[src/rtl/rename_pkg.sv]
// Shared widths and types for the register-rename stage.
package rename_pkg;

    localparam int unsigned AREG_W_DFLT  = 5;
    localparam int unsigned PREG_W_DFLT  = 6;
    localparam int unsigned FL_SIZE_DFLT = 32;

    typedef enum logic {
        RUN     = 1'b0,
        RECOVER = 1'b1
    } state_e;

    // Payload held in the output register towards dispatch.
    typedef struct packed {
        logic [PREG_W_DFLT-1:0] prs1;
        logic [PREG_W_DFLT-1:0] prs2;
        logic [PREG_W_DFLT-1:0] prd;
        logic [PREG_W_DFLT-1:0] oldprd;
        logic                   rd_en;
    } renamed_t;

endpackage

[src/rtl/rename_map_table.sv]
// Speculative architectural-to-physical map: identity after reset, x0 pinned to p0.
module map_table
    import rename_pkg::*;
#(
    parameter int unsigned AREG_W = AREG_W_DFLT,
    parameter int unsigned PREG_W = PREG_W_DFLT
) (
    input  logic              clk_i,
    input  logic              rst_i,
    input  logic [AREG_W-1:0] raddr0_i,
    input  logic [AREG_W-1:0] raddr1_i,
    input  logic [AREG_W-1:0] raddr2_i,
    output logic [PREG_W-1:0] rdata0_c_o,
    output logic [PREG_W-1:0] rdata1_c_o,
    output logic [PREG_W-1:0] rdata2_c_o,
    input  logic              we_i,
    input  logic [AREG_W-1:0] waddr_i,
    input  logic [PREG_W-1:0] wdata_i
);

    localparam int unsigned NREG = 1 << AREG_W;

    logic [PREG_W-1:0] map_q [NREG];

    always_ff @(posedge clk_i) begin
        if (rst_i) begin
            for (int unsigned i = 0; i < NREG; i++) begin
                map_q[i] <= PREG_W'(i);
            end
        end else if (we_i && (waddr_i != '0)) begin
            map_q[waddr_i] <= wdata_i;
        end
    end

    // Reads see the pre-update contents, so rs == rd returns the old mapping.
    assign rdata0_c_o = (raddr0_i == '0) ? '0 : map_q[raddr0_i];
    assign rdata1_c_o = (raddr1_i == '0) ? '0 : map_q[raddr1_i];
    assign rdata2_c_o = (raddr2_i == '0) ? '0 : map_q[raddr2_i];

endmodule

[src/rtl/rename_stage.sv]
// Rename stage: maps sources/destination through the speculative map, allocates
// from the freelist, and walks the map back from squashed ROB entries after a flush.
module rename_stage
    import rename_pkg::*;
#(
    parameter int unsigned AREG_W  = AREG_W_DFLT,
    parameter int unsigned PREG_W  = PREG_W_DFLT,
    parameter int unsigned FL_SIZE = FL_SIZE_DFLT
) (
    input  logic              i_clk,
    input  logic              i_rst,
    input  logic              i_valid,
    output logic              o_ready,
    input  logic [AREG_W-1:0] i_rs1,
    input  logic [AREG_W-1:0] i_rs2,
    input  logic [AREG_W-1:0] i_rd,
    input  logic              i_rd_we,
    output logic              o_valid,
    input  logic              i_ready,
    output logic [PREG_W-1:0] o_prs1,
    output logic [PREG_W-1:0] o_prs2,
    output logic [PREG_W-1:0] o_prd,
    output logic [PREG_W-1:0] o_oldprd,
    output logic              o_rd_en,
    output logic              o_fl_re,
    input  logic [PREG_W-1:0] i_fl_data,
    output logic              o_fl_we,
    output logic [PREG_W-1:0] o_fl_wdata,
    input  logic              i_cmt_valid,
    input  logic [PREG_W-1:0] i_cmt_oldprd,
    input  logic              i_cmt_rd_en,
    input  logic              i_flush,
    input  logic              i_sq_valid,
    input  logic [AREG_W-1:0] i_sq_rd,
    input  logic [PREG_W-1:0] i_sq_prd,
    input  logic [PREG_W-1:0] i_sq_oldprd,
    input  logic              i_sq_done
);

    localparam int unsigned CNT_W = $clog2(FL_SIZE + 1);

    state_e            state_q, state_d;
    logic [CNT_W-1:0]  cnt_q, cnt_d;
    logic              valid_q, valid_d;
    renamed_t          out_q, out_d;
    logic [AREG_W-1:0] held_rd_q, held_rd_d;

    logic              rd_en_c, ready_c, accept_c, pop_c;
    logic              undo_c, sq_push_c, cmt_push_c, push_c;
    logic [PREG_W-1:0] push_data_c;
    logic              map_we_c;
    logic [AREG_W-1:0] map_waddr_c;
    logic [PREG_W-1:0] map_wdata_c;
    logic [PREG_W-1:0] map_prs1_c, map_prs2_c, map_old_c;

    map_table #(
        .AREG_W (AREG_W),
        .PREG_W (PREG_W)
    ) u_map (
        .clk_i      (i_clk),
        .rst_i      (i_rst),
        .raddr0_i   (i_rs1),
        .raddr1_i   (i_rs2),
        .raddr2_i   (i_rd),
        .rdata0_c_o (map_prs1_c),
        .rdata1_c_o (map_prs2_c),
        .rdata2_c_o (map_old_c),
        .we_i       (map_we_c),
        .waddr_i    (map_waddr_c),
        .wdata_i    (map_wdata_c)
    );

    always_ff @(posedge i_clk) begin
        if (i_rst) begin
            state_q <= RUN;
        end else begin
            state_q <= state_d;
        end
    end

    always_comb begin
        state_d = state_q;
        case (state_q)
            RUN:     if (i_flush)   state_d = RECOVER;
            RECOVER: if (i_sq_done) state_d = RUN;
        endcase
    end

    // Per-state handshake and freelist-return sources.
    always_comb begin
        rd_en_c    = i_rd_we & (i_rd != '0);
        ready_c    = 1'b0;
        undo_c     = 1'b0;
        sq_push_c  = 1'b0;
        cmt_push_c = 1'b0;
        case (state_q)
            RUN: begin
                ready_c    = ~i_rst & ~i_flush & (~valid_q | i_ready)
                           & ((cnt_q != '0) | ~rd_en_c);
                undo_c     = ~i_rst & i_flush & valid_q & out_q.rd_en;
                cmt_push_c = ~i_rst & ~i_flush & i_cmt_valid & i_cmt_rd_en;
            end
            RECOVER: begin
                sq_push_c  = ~i_rst & i_sq_valid & (i_sq_rd != '0);
            end
        endcase
    end

    assign accept_c = i_valid & ready_c;
    assign pop_c    = accept_c & rd_en_c;
    assign push_c   = undo_c | sq_push_c | cmt_push_c;

    // Rename, flush-undo and squash writes never coincide, so one port suffices.
    always_comb begin
        push_data_c = '0;
        map_we_c    = pop_c | undo_c | sq_push_c;
        map_waddr_c = i_sq_rd;
        map_wdata_c = i_sq_oldprd;
        if (undo_c) begin
            push_data_c = out_q.prd;
            map_waddr_c = held_rd_q;
            map_wdata_c = out_q.oldprd;
        end else if (sq_push_c) begin
            push_data_c = i_sq_prd;
        end else if (cmt_push_c) begin
            push_data_c = i_cmt_oldprd;
        end
        if (pop_c) begin
            map_waddr_c = i_rd;
            map_wdata_c = i_fl_data;
        end
    end

    always_comb begin
        cnt_d     = cnt_q + CNT_W'(push_c) - CNT_W'(pop_c);
        valid_d   = valid_q;
        out_d     = out_q;
        held_rd_d = held_rd_q;
        if (accept_c) begin
            valid_d      = 1'b1;
            out_d.prs1   = map_prs1_c;
            out_d.prs2   = map_prs2_c;
            out_d.oldprd = map_old_c;
            out_d.prd    = rd_en_c ? i_fl_data : '0;
            out_d.rd_en  = rd_en_c;
            held_rd_d    = i_rd;
        end else if (i_flush || i_ready) begin
            valid_d = 1'b0;
        end
    end

    always_ff @(posedge i_clk) begin
        if (i_rst) begin
            cnt_q     <= CNT_W'(FL_SIZE);
            valid_q   <= 1'b0;
            out_q     <= '0;
            held_rd_q <= '0;
        end else begin
            cnt_q     <= cnt_d;
            valid_q   <= valid_d;
            out_q     <= out_d;
            held_rd_q <= held_rd_d;
        end
    end

    // More returns than allocations means the ROB handed back a register twice.
    always_ff @(posedge i_clk) begin
        if (!i_rst) begin
            assert (cnt_d <= CNT_W'(FL_SIZE));
        end
    end

    assign o_ready    = ready_c;
    assign o_fl_re    = pop_c;
    assign o_fl_we    = push_c;
    assign o_fl_wdata = push_data_c;
    assign o_valid    = valid_q;
    assign o_prs1     = out_q.prs1;
    assign o_prs2     = out_q.prs2;
    assign o_prd      = out_q.prd;
    assign o_oldprd   = out_q.oldprd;
    assign o_rd_en    = out_q.rd_en;

endmodule

[config.mk]
export PLATFORM = sky130hd
export DESIGN_NAME = rename_stage
export DESIGN_NICKNAME = d
export VERILOG_FILES = /design/src/rtl/rename_pkg.sv /design/src/rtl/rename_map_table.sv /design/src/rtl/rename_stage.sv
export SDC_FILE = /design/constraint.sdc
export NUM_CORES = 1
export LEC_CHECK = 0
export CORE_UTILIZATION = 40
export DETAILED_ROUTE_END_ITERATION = 8
export GPL_ROUTABILITY_DRIVEN = 0
export PLACE_DENSITY_LB_ADDON = 0.05
export SKIP_CTS_REPAIR_TIMING = 1
export SLEW_MARGIN = 5
export SYNTH_ARGS = -nofsm -noshare
export SYNTH_HDL_FRONTEND = slang
export SYNTH_SLANG_ARGS = --single-unit
[constraint.sdc]
create_clock -name i_clk -period 3.5 [get_ports i_clk]
set_clock_uncertainty 0.2 [all_clocks]
set_input_delay 0.525 -clock i_clk [delete_from_list [all_inputs] [get_ports i_clk]]
set_output_delay 0.525 -clock i_clk [all_outputs]
set_load 0.005 [all_outputs]
---- After elaboration in Yosys (flattened, before gate mapping) ----
Memories as Yosys holds them, arrays and structs flattened.
Cells that the tools add are included.
word-level totals
  register bits ........................... 38
  RAM bits ................................ 192
  input port bits ......................... 54
  output and inout bits ................... 35
  word-level logic and storage cells ...... 75
  memories kept ........................... 1
cells by class
  $add $sub $neg .......................... 2
  multiplexer cells ....................... 28
  bitwise operators ....................... 24
  reduce and logical (&&, ||, !) cells .... 11
memories
  memory       words  width  read ports  clocked after memory_dff  write ports  RTL line                RTL
  u_map.map_q  32     6      3           0                         32           rename_map_table.sv:23  logic [PREG_W-1:0] map_q [NREG];
operators with widths
  kind                             count
  two-way mux 6 bit                10
  zero test 5 bit                  3
  two-way mux 5 bit                3
  nonzero test 5 bit               3
  two-way mux 1 bit                14
  AND 1 bit                        13
  adder 6 x 1 -> 6 bit             1
  bitwise OR 1 bit                 6
  nonzero test 6 bit               1
  OR reduction 6 bit               1
  subtractor 6 x 1 -> 6 bit        1
  inverter 1 bit                   5
  case mux 1 bit (2 select lines)  1
  nonzero test 2 bit               1
  logical AND 1 bit                1
  logical OR 1 bit                 1

---- Depth between registers and ports, before layout ----
  word-level depth ........................ 16
  mapped depth ............................ 17
  depth with buffers taken out ............ 15

---- Cells and area by module ----
Synthesis repeated with hierarchy kept, for this count alone.
unflattened totals
  cell total of the unflattened synthesis .. 1177
  area total of the unflattened synthesis .. 14624.0 um^2
by module, submodules not included
  module        instances  cells each  area an instance (um^2)  seq. area each (um^2)
  map_table     1          932         12552.0                  5765.5
  rename_stage  1          245         2072.0                   760.7

---- Worst setup path after synthesis ----
No wires, ideal clock.
  path type ............................... in2reg
  start ................................... input port i_rd[2]
  end ..................................... register cnt_q[4]
  library setup time ...................... 0.128 ns
  arrival time ............................ 3.187 ns
  data required time ...................... 3.172 ns
  path slack .............................. -0.015 ns
  stages on the path ...................... 16
  path buffers ............................ 3
  cells stage by stage .................... buf_2 -> or3_4 -> o21ai_4 -> nand2b_1 -> buf_4 -> inv_2 -> buf_2 -> ha_1 -> inv_1 -> ha_1 -> fa_1 -> a21oi_1 -> nor2_1 -> nor2_1 -> xor2_1 -> nor2_1
between the ends
  longest elaborated chain between the ends .. 9
RTL lines
  what                         RTL line             RTL
  start: declaration           rename_stage.sv:16   input logic [AREG_W-1:0] i_rd,
  nonzero test 5 bit *         rename_stage.sv:91   rd_en_c = i_rd_we & (i_rd != '0);
  AND 1 bit *                  rename_stage.sv:91
  inverter 1 bit               rename_stage.sv:99   & ((cnt_q != '0) | ~rd_en_c);
  bitwise OR 1 bit             rename_stage.sv:99
  AND 1 bit                    rename_stage.sv:99
  two-way mux 1 bit            rename_stage.sv:96   case (state_q)
  AND 1 bit                    rename_stage.sv:109  assign accept_c = i_valid & ready_c;
  AND 1 bit *                  rename_stage.sv:110  assign pop_c = accept_c & rd_en_c;
  via o_fl_re                  rename_stage.sv:25   output logic o_fl_re,
  subtractor 6 x 1 -> 6 bit *  rename_stage.sv:135  cnt_d = cnt_q + CNT_W'(push_c) - CNT_W'(pop_c);
  end signal: assignment       rename_stage.sv:154  cnt_q <= CNT_W'(FL_SIZE);
  end signal: assignment       rename_stage.sv:159  cnt_q <= cnt_d;
  end: declaration             rename_stage.sv:43   logic [CNT_W-1:0] cnt_q, cnt_d;
Mark *: on every way through the listed nets, which the timed path passes. The rest lies on a longest branch.
A chain may end at the register's enable or synchronous reset.

---- Worst setup path in the final report ----
  start ................................... register cnt_q[3]
  end ..................................... output port o_fl_re
between the ends
  longest elaborated chain between the ends .. 6
RTL lines
  what                RTL line
  nonzero test 6 bit  rename_stage.sv:99
  bitwise OR 1 bit    rename_stage.sv:99
  AND 1 bit           rename_stage.sv:99
  two-way mux 1 bit   rename_stage.sv:96
  AND 1 bit           rename_stage.sv:109
  AND 1 bit           rename_stage.sv:110
  end: declaration    rename_stage.sv:25
No other way between the ends.

==> run_results.csv <==
group,metric,value,unit
status,run_status,"finished clean",
critical_path,reg2reg_depth,15,
placed_design,hpwl,39300,µm
synthesis,synth_adder_area_share,0.848,%
sta,holdWs,0.0416,ns
placed_design,dpl-instance-area,0.0165,mm²
clock_network,cts_tree,"built",
synthesis,yosysWarnings,0,
clock_network,clk_pin_slew_worst_paths,0.06,ns
critical_path,critPathMaxFanout,22,
clock_network,cts-buffers-inserted,27,
synthesis,ys_ff_latch,230,
critical_path,path_class,"register to output pin",
global_routing,grt_pass1_vias,10600,
route,vias_per_cell,6.36,
synthesis,synth.top_cell.area_share,40.7,%
finish,nets,1303,
global_routing,use_met3,6.57,%
placed_design,port_buffers,88,
sta,tightestPinTransition,0.714,ns
floorplanning,ios,89,
clock_network,clkLatencyLatePin,0.56,ns
clock_network,clkSinkCount,230,
critical_path,start_kind,"register",
clock_network,cts_max_path_buffers,3,
clock_network,htree_levels,1,
worst_hold_path,hold_depth,2,
floorplanning,rows,68,
synthesis,synth_compound_area_share,9.55,%
global_routing,track_usage,30.2,%
worst_hold_path,min_from,"i_rst",
finish,design_area,0.0173,mm²
critical_path,rr_startpoint,"cnt_q[3]",
global_routing,grt_use_met1,44.2,%
synthesis,ys_top_cells_by_count,"edfxtp_1 (192), mux4_2 (146), nor2_1 (92)",
global_routing,grt-ovfl-total,0,
worst_hold_path,min_path_type,"input port to register",
global_routing,antenna_found_initial,0,
synthesis,yosysUniqueCellTypes,73,
critical_path,rrSetupSlack,0.26,ns
route,ant_nets,0,
synthesis,syn-cell-area,0.0142,mm²
critical_path,cp-end-kind,"output pin",
sta,slew_viol_final,0,
critical_path,r2r-end,"cnt_q[4]",
finish,area.growth.synth_to_final,22.3,%
critical_path,worstPathRequired,2.77,ns
power_and_ir_drop,irDropWorstVdd,0.351,mV
sta,fin_crit_sh,96.6,%
synthesis,seq_area_frac_synth,46.1,%
critical_path,arrival,2.65,ns
route,wire_per_inst,31.2,µm
route,drc,0,
clock_network,cts-root-buf,"clkbuf_16",
sta,setup_viol,0,
synthesis,synth-edff-count,192,
synthesis,synth_top_family_by_area,"multiplexers",
synthesis,synthXorXnorAreaFrac,0.185,%
synthesis,synth_top_area_cell,"edfxtp_1",
route,routed_wl,53600,µm
floorplanning,core,0.0347,mm²
sta,finalSetupTns,0,ns
sta,rsz0062_at_grt,"no",
finish,n_antenna_cell,0,
synthesis,synth.most_common_cell,"edfxtp_1",
sta,hold_violations,0,
finish,final_layout_size_suffix_gt1_share,29.5,%
power_and_ir_drop,power_density,409,mW/mm²
route,drtPass1Iterations,5,
synthesis,synth-simple-area-share,10.9,%
global_routing,use_met2,45.4,%
global_routing,grt_pass1_wl,77000,µm
global_routing,grt_max_degree,53,
sta,max_slew_margin,52.1,%
synthesis,async_reset_ff_share,0,%
route,drtIter0Drc,1262,
synthesis,synthMuxAreaShare,28.4,%
synthesis,ys_top_cells_by_area,"edfxtp_1 (41%), mux4_2 (23%), dfxtp_1 (5.4%), mux2i_1 (4.0%), nor2_1 (2.4%)",
synthesis,ys.flop_type,"edfxtp_1",
floorplanning,fp.dieH,190,µm
sta,max_freq,296,MHz
global_routing,gr-max-usage-layer,"met2",
power_and_ir_drop,leakage,5.88,nW
synthesis,syn_inst,1082,
job,drv_cap,0,
route,vias,10900,
floorplanning,die_area,0.0362,mm²
synthesis,synth_area_per_cell,13.1,µm²
worst_hold_path,hold_path_end,"o_prd[1]",
floorplanning,die-width,190,µm
sta,period_needed,3.38,ns
floorplanning,start_util,40.8,%
==> layer usage <==
layer  vias up  routed length (µm)
li1       4666                   -
met1      5596               23100
met2       577               23900
met3        71                5170
met4         0                1420
met5         -                   0
==> registers in the layout, indices dropped and copies added (netlist names) <==
register     flops
o_rd_en          1
o_prd            6
state_q          1
o_prs1           6
o_valid          1
cnt_q            6
u_map.map_q    192
held_rd_q        5
o_oldprd         6
o_prs2           6
==> placed cells by master, fill, tap and decap left out, types with 19 or more instances in the layout <==
cell and count:
edfxtp_1 192, mux4_2 146, buf_4 117, nor2_1 92, clkdlybuf4s50_1 78, nand2_1 65
nand3_1 55, mux2i_1 54, nor3_1 50, dfxtp_1 38, a21o_1 32, clkbuf_16 27
a21oi_1 26, buf_12 24, inv_1 21, nor2b_1 19
==> stage by stage <==
step	total power, mW	utilization (%)	setup slack [ns]	std cells
2_1_floorplan	3.89	-	0.0140	1087
3_3_place_gp	4.43	47.5	0.00558	1666
3_5_place_dp	4.44	47.5	0.0298	1666
4_1_cts	7.09	49.9	0.0167	1715
5_1_grt	7.29	49.9	0.00722	1715
6_report	7.08	49.9	0.120	1715
==> where the power goes <==
part	internal (mW)	switching, mW
Sequential	3.06	0.0793
Combinational	0.588	0.672
Clock	1.49	1.19
==> how the worst max path moves through the flow <==
stage | endpoint | from
after CTS | o_fl_re | cnt_q[3]
final | o_fl_re | cnt_q[3]
after global placement | cnt_q[4] | i_rd[4]
after global routing | o_fl_re | cnt_q[2]
after detailed placement | cnt_q[4] | i_rd[4]
after floorplan | cnt_q[4] | i_rd[2]
==> cell type report <==
| type | count | area, µm² |
|---|---|---|
| clock buffers | 32 | 694 |
| fillers | 3093 | 17400 |
| clock inverters | 17 | 121 |
| flip-flops and latches | 230 | 6530 |
| inverters | 23 | 86.3 |
| well taps | 455 | 569 |
| multi-input cells | 729 | 7130 |
| repair buffers | 229 | 2200 |
==> critical path, stage by stage, from the launching register on <==
cell	delay (ns)
dfxtp_1	0.32
inv_1	0.08
ha_1	0.16
or4bb_4	0.55
and4_1	0.22
nand2b_1	0.11
inv_2	0.06
buf_8	0.17
clkdlybuf4s50_1	0.45
==> cells by family (layout without fill, tap and decap cells) <==
group                      after synthesis  after routing
and+or+nand+nor                        320            320
DFF                                    230            230
muxes                                  217            217
AOI/OAI and AO/OA                      174            174
buffers and inverters                  128            301
adders and majority gates                9              9
xor gates and xnor gates                 3              3
other                                    1              6
(Power assumes the default switching activity.)
